--- config.mk ---
export PLATFORM = sky130hd
export DESIGN_NAME = sync_fifo_flags
export DESIGN_NICKNAME = d
export VERILOG_FILES = /design/src/rtl/sync_fifo_flags.sv
export SDC_FILE = /design/constraint.sdc
export NUM_CORES = 1
export LEC_CHECK = 0
export CAP_MARGIN = 20
export CORE_UTILIZATION = 35
export CTS_BUF_LIST = sky130_fd_sc_hd__clkbuf_2
export DETAILED_ROUTE_END_ITERATION = 7
export PLACE_DENSITY = 0.59
export SKIP_LAST_GASP = 1
export SLEW_MARGIN = 20
export SYNTH_ARGS = -nofsm -noshare
export SYNTH_HDL_FRONTEND = slang
export SYNTH_SLANG_ARGS = --single-unit
--- constraint.sdc ---
create_clock -name clk -period 4.3 [get_ports clk]
set_input_delay 1.075 -clock clk [delete_from_list [all_inputs] [get_ports clk]]
set_output_delay 1.075 -clock clk [all_outputs]
set_load 0.01 [all_outputs]
--- src/rtl/sync_fifo_flags.sv ---
// Single-clock FIFO with occupancy count, almost-full/empty thresholds,
// optional first-word-fall-through read port and sticky overflow/underflow flags.
module sync_fifo_flags #(
    parameter int width     = 8,
    parameter int depth     = 8,
    parameter int n         = $clog2(depth),
    parameter int afull_th  = depth - 2,
    parameter int aempty_th = 1,
    parameter int fwft      = 0
) (
    input  logic             clk,
    input  logic             rst,
    input  logic             winc,
    input  logic [width-1:0] wdata,
    input  logic             rinc,
    output logic [width-1:0] rdata,
    output logic             wfull,
    output logic             rempty,
    output logic             afull,
    output logic             aempty,
    output logic [n:0]       count,
    output logic             overflow,
    output logic             underflow,
    input  logic             err_clr
);

    localparam logic [n:0] full_lvl   = (n+1)'(depth);
    localparam logic [n:0] afull_lvl  = (n+1)'(afull_th);
    localparam logic [n:0] aempty_lvl = (n+1)'(aempty_th);

    logic [width-1:0] mem [depth];
    logic [n:0]       wptr;
    logic [n:0]       rptr;
    logic             wr_en;
    logic             rd_en;

    // Flags come only from registered pointers, so full/empty seen by the
    // request qualifiers below are the pre-edge values.
    assign count  = wptr - rptr;
    assign wfull  = (count == full_lvl);
    assign rempty = (count == '0);
    assign afull  = (count >= afull_lvl);
    assign aempty = (count <= aempty_lvl);

    assign wr_en = winc && !wfull;
    assign rd_en = rinc && !rempty;

    always_ff @(posedge clk) begin
        if (rst) begin
            wptr <= '0;
            rptr <= '0;
        end else begin
            if (wr_en) wptr <= wptr + 1'b1;
            if (rd_en) rptr <= rptr + 1'b1;
        end
    end

    always_ff @(posedge clk) begin
        if (wr_en && !rst) mem[wptr[n-1:0]] <= wdata;
    end

    // A new error in the same cycle as err_clr keeps the flag set.
    always_ff @(posedge clk) begin
        if (rst) begin
            overflow  <= 1'b0;
            underflow <= 1'b0;
        end else begin
            if (winc && wfull)  overflow <= 1'b1;
            else if (err_clr)   overflow <= 1'b0;
            if (rinc && rempty) underflow <= 1'b1;
            else if (err_clr)   underflow <= 1'b0;
        end
    end

    generate
        if (fwft != 0) begin : g_fwft
            assign rdata = mem[rptr[n-1:0]];
        end else begin : g_std
            always_ff @(posedge clk) begin
                if (rst)        rdata <= '0;
                else if (rd_en) rdata <= mem[rptr[n-1:0]];
            end
        end
    endgenerate

endmodule
==> metrics, run 1 <==
Clock transition at path regs 0.23 ns; Slew @ Worst Pin 0.923 ns; CTS tree built; top cells by area, synth edfxtp_1 (56%), dfxtp_1 (11%), mux4_2 (11%), a311oi_1 (2.1%), nand2_1 (2.0%); synthesized instance count 215; multi-input logic area 1040 sq um; CP Data Arrival Time 2.88 ns; GR Overflow Total 0; final HPWL from detailed placement 4140 um; final core occ 43.2%; IO Port Bufs 30; First-pass DRT Iterations 4; R2R depth 8; CTS max path bufs 2; layout net count 277; vias per inst 4.87; gpl congestion 0.749; Die H 101 um; Rows 35; uppermost layer routed met4; H-tree levels 3; first-pass GRT wire length 10200 um; Initial Util 36.5%; clk_lat worst skew 0.48 ns; net count after synthesis 234; P&R area growth vs syn 18.3%; Final Hold Viols 0; Post-CTS Hold Fix Bufs 0; I/O pin total 31; Post-synth EDFFs 64; critical-path maximum fanout 9; flop2flop setup slack 1.39 ns; CTS Buf Count 9; pwr/cell area 571 nW/um^2; RR Startpoint wptr[0]$_SDFFE_PP0P_; skew final 0.0208 ns; met2 routed WL 3110 um; drt first-iter violations 67; worst hold path class register to register; final worst setup slack 0.347 ns; leading cell type in the layout, fill and taps excluded edfxtp_1; CTS sink cnt 82; final period utilization 91.9%; Final Setup Violations 0; TNS Setup 0 ns; WHS Endpoint rdata[7]$_SDFFE_PP0P_; wire length per cell 16.3 um; unrepaired setup endpoints after global routing false; sequential area share after synthesis 67.0%; critical hold path startpoint rdata[7]$_SDFFE_PP0P_; minimum clock period 3.95 ns; largest net degree at the start of global routing 21; Max Cap Viol 0; DIE WIDTH 101 um; metal1 wirelength 2980 um; post-route ant nets 0; VDD IR max 0.000254 V; LEAKAGE 0.00134 uW; critical path class register to primary output; Slew Viols, Final 0; largest area contributor in the netlist edfxtp_1; crit start category register; post-synth cell types 42; met3 routed WL 241 um; pre-CTS WS 0.755 ns; vias in the first global route 1895; Synth Register Bits 82; Synth warnings 0; GR Util All Layers 13.9%; DIE AREA 10100 sq um; Core Area 9330 sq um; endpoint type of the worst setup path primary output; antenna diode count 0; synthesized area 3410 sq um; Min-Delay Path Depth 2; status completed; post-synth top area share 56.4%; share of cells above drive strength 1 21.3%; Slew HR 38.5%; syn_area_per_cell 15.8 sq um; via count 1908; register area 2280 sq um; r2r endpoint rptr[3]$_SDFFE_PP0P_; initial antenna violation count 0; Fill cells 853; asr flop ratio synth 0%; Root Buffer clkbuf_2; Fmax 253 MHz; data required time at the worst endpoint 3.22 ns; Detailed Route WL 6400 um; Top FF cell, synth edfxtp_1; DRC violations left 0; commonest non-fill, non-tap cells in the layout edfxtp_1 (64), clkdlybuf4s50_1 (30), nor2_1 (18), nand2_1 (18), dfxtp_1 (17)
[cell type report]
cell class | instances | area share [%]
Timing Repair Buffer | 43 | 9.88
Tap cell | 129 | 4.01
Sequential cell | 82 | 56.7
Clock buffer | 9 | 1.12
Clock inverter | 7 | 1.86
Multi-Input combinational cell | 114 | 25.7
Inverter | 8 | 0.745
[power breakdown]
part / internal [uW] / total (uW) / switching (uW)
Combinational: 443 / 907 / 464
Clock: 140 / 411 / 271
Sequential: 937 / 982 / 44.7
Total: 1520 / 2300 / 779
[routing by layer]
metal,up-vias,global-route usage (%)
met1,948,18.8
met5,-,0
li1,911,-
met2,41,22.4
met4,0,4.35
met3,8,3.19
[cell usage after synthesis (all sizes together) (5+ instances only)]
library cell / count
ha: 5
nand2: 18
a21oi: 7
dfxtp: 18
nor3: 9
inv: 7
a311oi: 8
buf: 8
nor2: 18
mux4: 16
edfxtp: 64
[cell families after synthesis]
group	synth area share, %
flops	67.0
xor+xnor	1.51
buf+inv	2.97
fa+ha+maj	2.42
compound gates	4.77
simple gates	9.40
mux	11.9
[critical path: stages (launching register included)]
cell	delay, ns
dfxtp_2	0.47
inv_1	0.10
ha_1	0.24
fa_1	0.42
xor2_2	0.23
nand3_2	0.15
nor3_1	0.21
clkdlybuf4s50_1	0.58
[registers in the layout, summed over array words and instances, names as in the netlist]
signal	cells
underflow	1
overflow	1
rdata	8
wptr	4
mem	64
rptr	4
[worst max-delay path by stage]
stage | from | slack (ns) | end
2_1_floorplan | rptr[2]$_SDFFE_PP0P_ | 1.05 | mem[4][0]$_DFFE_PP_
3_3_place_gp | wptr[0]$_SDFFE_PP0P_ | 0.79 | rempty
3_5_place_dp | wptr[0]$_SDFFE_PP0P_ | 0.75 | rempty
4_1_cts | wptr[0]$_SDFFE_PP0P_ | 0.16 | rempty
5_1_grt | wptr[0]$_SDFFE_PP0P_ | 0.12 | rempty
6_report | wptr[0]$_SDFFE_PP0P_ | 0.35 | rempty
[through the flow]
step	hold slack (ns)	power, uW	instance area, sq um	cells
5_1_grt	0.541	2440	4030	392
4_1_cts	0.516	2330	4030	392
3_3_place_gp	0.488	1910	3910	376
6_report	0.509	2300	4030	392
2_1_floorplan	0.495	1590	3410	215
3_5_place_dp	0.492	1920	3910	376
[repair_timing]
action | CTS | global route
hold endpoints to repair | 0 | 0
resized for setup | 0 | 1
setup buffers | 0 | 0
endpoints found under the setup margin | 0 | 1
Power figures use the tool's default switching activity.
==> run 2, diff against run 1 <==
RECOVER_POWER = 50   (was unset)
==> metrics, run 2 (same netlist as run 1, synthesis figures left out) <==
CP Data Arrival Time 2.91 ns (+0.03 ns); CTS max path bufs 2 (unchanged); switch share 33.7% (-0.18 points); TNS Setup 0 ns (unchanged); RR Startpoint wptr[0]$_SDFFE_PP0P_; DIE AREA 10100 sq um (unchanged); unrepaired setup endpoints after global routing false; DRC violations left 0 (unchanged); Switch Pwr 761 uW (-2.3%); flop2flop setup slack 0.55 ns (-0.84 ns); share of cells above drive strength 1 19.8% (-1.5 points); largest net degree at the start of global routing 21 (unchanged); H-tree levels 3 (unchanged); LEAKAGE 0.00136 uW (+1.2%); max FFs per register 64 (unchanged); final period utilization 92.7% (+0.79 points); Slew HR -13.3% (-52 points); Detailed Route WL 6410 um (+0.11%); first-pass GRT wire length 10200 um (unchanged); DIE WIDTH 101 um (unchanged); worst hold path class register to register; pwr/cell area 565 nW/um^2 (-1.1%); Slew @ Worst Pin 1.69 ns (+0.763 ns); Root Buffer clkbuf_2; layout net count 277 (unchanged); Fmax 251 MHz (-0.85%); Slew Viols, Final 15 (+15); endpoint type of the worst setup path primary output; Rows 35 (unchanged); slowest stage cell, crit path clkdlybuf4s50_1; failing checks capacitance limit, slew limit; final HPWL from detailed placement 4140 um (unchanged); clk_lat worst skew 0.48 ns (about the same); GR Util All Layers 13.9% (unchanged); Max Cap Viol 1 (+1); clock share of power 18.2% (+0.3 points); status finished, violations left; met1 Use GR 18.8% (unchanged); commonest non-fill, non-tap cells in the layout edfxtp_1 (64), nor2_1 (18), nand2_1 (18), dlygate4sd3_1 (18), dfxtp_1 (17); Post-CTS Resized 0 (unchanged); R2R depth 8 (unchanged); gpl congestion 0.749 (unchanged); vias per inst 4.88 (+0.26%); P&R area growth vs syn 17.4%; met3 demand-to-capacity share in global routing 3.19% (unchanged); post-route ant nets 0 (unchanged); Comb pwr share 38.4% (-1.1 points); CTS Buf Count 9 (unchanged); drt first-iter violations 62 (-7.5%); critical hold path startpoint rdata[7]$_SDFFE_PP0P_; WHS Endpoint rdata[7]$_SDFFE_PP0P_; vias in the first global route 1895 (unchanged); CTS tree built; worst hold slack 0.506 ns (-0.00285 ns); GR Overflow Total 0 (unchanged); Cell Chain, Critical Path inv_1 -> ha_1 -> fa_1 -> xor2_1 -> nand3_1 -> nor3_1 -> clkdlybuf4s50_1; Cell Count, Final, Fillers Out 392 (unchanged); gr busiest metal met2; critical path class register to primary output; Die H 101 um (unchanged); Final Setup Violations 0 (unchanged); critical-path maximum fanout 9 (unchanged); Final Hold Viols 0 (unchanged); wire length per cell 16.3 um (+0.11%); data required time at the worst endpoint 3.22 ns (about the same); internal power 1500 uW (-1.5%); VDD IR max 0.000242 V (-4.8%); skew final 0.0244 ns (+0.00366 ns); I/O pin total 31 (unchanged); via count 1913 (+0.26%); # Post-CTS Setup Buffers 0 (unchanged); placed cells 376 (unchanged); Min-Delay Path Depth 2 (unchanged); Post-CTS Hold Fix Bufs 0 (unchanged); routing usage on met2 22.4% (unchanged); IO Port Bufs 30 (unchanged); Flop pwr share 43.4% (+0.7 points); First-pass DRT Iterations 4 (unchanged); Clock transition at path regs 0.23 ns (about the same); crit start category register; Core Area 9330 sq um (unchanged); Initial Util 36.5% (unchanged); antenna diode count 0 (unchanged); CTS sink cnt 82 (unchanged); r2r endpoint mem[6][5]$_DFFE_PP_; leading cell type in the layout, fill and taps excluded edfxtp_1; initial antenna violation count 0 (unchanged); crit-path max cell delay 0.58 ns (about the same); Overall Power 2260 uW (-1.8%); minimum clock period 3.99 ns (+0.0341 ns)
## run 2: cell count changes in the layout (fill, tap and decap cells not counted), sizes merged
cell / before / now
clkbuf: 9 / 10
dlygate4sd3: 0 / 18
clkdlybuf4s50: 30 / 12
buf: 13 / 12
## run 2: layout make-up
cell class / count / area (sq um)
clock buffers: 9 / 45.0
clock inverters: 7 / 75.1
fillers: 856 / 5330
inverters: 8 / 30.0
multi-input cells: 114 / 1010
flip-flops and latches: 82 / 2280
well taps: 129 / 161
repair buffers: 43 / 394
## run 2: layer usage
metal  vias up  routed length [um]
met4         0                  53
met3         6                 250
met1       955                2970
met5         -                   0
met2        38                3140
li1        914                   -
## run 2: worst max path at each step
| stage | slack [ns] | endpoint | start | depth (start not counted) |
|---|---|---|---|---|
| final | 0.31 | rempty | wptr[0]$_SDFFE_PP0P_ | 7 |
| after global routing | 0.07 | rempty | wptr[0]$_SDFFE_PP0P_ | 7 |
| after CTS | 0.16 | rempty | wptr[0]$_SDFFE_PP0P_ | 7 |
| after detailed placement | 0.75 | rempty | wptr[0]$_SDFFE_PP0P_ | 7 |
| after global placement | 0.79 | rempty | wptr[0]$_SDFFE_PP0P_ | 7 |
| after floorplan | 1.05 | mem[4][0]$_DFFE_PP_ | rptr[2]$_SDFFE_PP0P_ | 9 |
## run 2: through the flow
stage | setup WS, ns | area, sq um | util [%]
floorplan | 1.05 | 3410 | -
global placement | 0.792 | 3910 | 41.9
detailed placement | 0.755 | 3910 | 41.9
CTS | 0.165 | 4030 | 43.2
global route | 0.0741 | 4000 | 42.9
finish | 0.313 | 4000 | 42.9
## run 2: power groups by stage
stage | Clock [uW] | Sequential (uW) | Combinational, uW
detailed placement | 0 | 1000 | 918
global placement | 0 | 997 | 910
finish | 412 | 980 | 866
global route | 456 | 992 | 955
CTS | 425 | 982 | 921
floorplan | 0 | 1000 | 585
## run 2: critical path, delay by kind of cell (launching register included)
kind / cells / cell delay [ns]
xor+xnor: 1 / 0.25
buf+inv: 2 / 0.67
fa+ha+maj: 2 / 0.63
flops: 1 / 0.47
simple gates: 2 / 0.41
==> run 3, diff against run 2 <==
CORE_MARGIN = 5   (was unset)
GPL_TIMING_DRIVEN = 1   (was unset)
==> metrics, run 3 (same netlist as run 1, synthesis figures left out) <==
via count 1904 (-0.47%); internal power 1440 uW (-4.0%); DRC violations left 0 (unchanged); Slew @ Worst Pin 1.77 ns (+0.0831 ns); First-pass DRT Iterations 4 (unchanged); post-route ant nets 0 (unchanged); Rows 36 (+2.9%); GR Util All Layers 12.7% (-1.2 points); Die H 109 um (+7.9%); worst hold path class register to register; Flop pwr share 44.7% (+1.3 points); CTS Buf Count 9 (unchanged); Final Setup Violations 0 (unchanged); largest net degree at the start of global routing 23 (+9.5%); Root Buffer clkbuf_2; H-tree levels 3 (unchanged); CP Data Arrival Time 2.92 ns (about the same); # Post-CTS Setup Buffers 0 (unchanged); CTS max path bufs 2 (unchanged); endpoint type of the worst setup path primary output; register area 2280 sq um (unchanged); first-pass GRT wire length 11000 um (+6.9%); met1 Use GR 17.5% (-1.3 points); drt first-iter violations 68 (+9.7%); Comb pwr share 40.1% (+1.7 points); VDD IR max 0.000309 V (+28%); gr busiest metal met2; CTS sink cnt 82 (unchanged); Switch Pwr 768 uW (+0.90%); leading cell type in the layout, fill and taps excluded edfxtp_1; data required time at the worst endpoint 3.22 ns (about the same); gpl congestion 0.693 (-7.5%); Slew Viols, Final 15 (unchanged); Final Hold Viols 0 (unchanged); Core Area 9640 sq um (+3.3%); unrepaired setup endpoints after global routing false; switch share 34.8% (+1.1 points); clk_lat worst skew 0.50 ns (+0.02 ns); wire length per cell 16.8 um (+2.5%); clock share of power 15.2% (-3.0 points); critical-path maximum fanout 9 (unchanged); antenna diode count 0 (unchanged); pwr/cell area 551 nW/um^2 (-2.3%); placed cells 380 (+1.1%); LEAKAGE 0.00134 uW (-1.2%); multi-input logic area 1030 sq um (+2.5%); Clock transition at path regs 0.22 ns (about the same); initial antenna violation count 0 (unchanged); final period utilization 92.8% (+0.11 points); Initial Util 35.3% (-1.2 points); Slew HR -18.9% (-5.6 points); Fmax 251 MHz (-0.12%); Max Cap Viol 1 (unchanged); DIE WIDTH 109 um (+7.9%); crit start category register; final HPWL from detailed placement 4140 um (about the same); Detailed Route WL 6640 um (+3.5%); TNS Setup 0 ns (unchanged); IO Port Bufs 30 (unchanged); CTS tree built; I/O pin total 31 (unchanged); share of cells above drive strength 1 20.9% (+1.1 points); P&R area growth vs syn 17.3% (about the same); Cell Count, Final, Fillers Out 396 (+1.0%); commonest non-fill, non-tap cells in the layout edfxtp_1 (64), nor2_1 (18), nand2_1 (18), dlygate4sd3_1 (18), dfxtp_1 (17); critical path class register to primary output; skew final 0.0136 ns (-0.0109 ns); vias per inst 4.81 (-1.5%); failing checks capacitance limit, slew limit; max FFs per register 64 (unchanged); GR Overflow Total 0 (unchanged); vias in the first global route 1966 (+3.7%); Fill cells 926 (+8.2%); DIE AREA 11800 sq um (+17%); status finished, violations left; routing usage on met2 19.8% (-2.6 points); minimum clock period 3.99 ns (+0.00473 ns); layout net count 277 (unchanged); met3 demand-to-capacity share in global routing 3.67% (+0.48 points)
==> run 3: cell count changes in the layout (fill, tap and decap cells not counted), sizes merged <==
cell	delta
clkinvlp	+2
inv	-2
bufinv	-1
clkinv	+1
==> run 3: critical path: stages, from the launching register on <==
cell             delay (ns)
dfxtp_2                0.50
inv_1                  0.10
ha_1                   0.24
fa_1                   0.41
xor2_2                 0.22
nand3_2                0.12
nor3_1                 0.23
clkdlybuf4s50_1        0.59
==> run 3: metrics by stage <==
| step | hold slack (ns) | utilization (%) | instance area (sq um) | setup WS, ns | total power [uW] |
|---|---|---|---|---|---|
| 6_report | 0.511 | 41.5 | 4000 | 0.309 | 2200 |
| 5_1_grt | 0.535 | 41.5 | 4000 | 0.0490 | 2370 |
| 4_1_cts | 0.522 | 41.6 | 4010 | 0.0801 | 2270 |
| 3_5_place_dp | 0.498 | 40.7 | 3930 | 0.712 | 1930 |
| 3_3_place_gp | 0.494 | 40.7 | 3930 | 0.772 | 1920 |
| 2_1_floorplan | 0.495 | - | 3410 | 1.05 | 1590 |
==> run 3: worst paths after layout <==
kind                                end  slack, ns  depth (start not counted)                  start
setup / recovery                 rempty       0.31                          7   wptr[0]$_SDFFE_PP0P_
hold / removal    rdata[7]$_SDFFE_PP0P_       0.51                          2  rdata[7]$_SDFFE_PP0P_
setup reg to reg    mem[1][5]$_DFFE_PP_       0.65                          8   wptr[0]$_SDFFE_PP0P_
hold reg to reg   rdata[7]$_SDFFE_PP0P_       0.51                          2  rdata[7]$_SDFFE_PP0P_
==> run 3: metal layers <==
| metal | wire length, um | vias to the layer above | part of all wire, % |
|---|---|---|---|
| met3 | 260 | 5 | 3.9 |
| met4 | 71 | 0 | 1.1 |
| met2 | 3120 | 41 | 47 |
| met1 | 3180 | 953 | 48 |
| li1 | - | 905 | - |
| met5 | 0 | - | 0 |
==> run 3: timing repair <==
action                                  4_1_cts  5_1_grt
endpoints found under the setup margin        0        3
hold buffers                                  0        0
endpoints found under the hold margin         0        0
gates resized for setup                       0        1
==> run 3: layout make-up <==
cell class / instances / area share, %
well taps: 133 / 4.16
repair buffers: 43 / 9.86
clock buffers: 9 / 1.13
multi-input cells: 114 / 25.9
clock inverters: 7 / 1.10
inverters: 8 / 0.751
flip-flops and latches: 82 / 57.1
==> run 3: power groups by stage <==
stage,Clock (uW),Combinational (uW),Sequential (uW)
after floorplan,0,585,1000
after global placement,0,920,1000
after detailed placement,0,928,1010
after CTS,350,931,988
after global routing,388,984,998
final,334,885,986
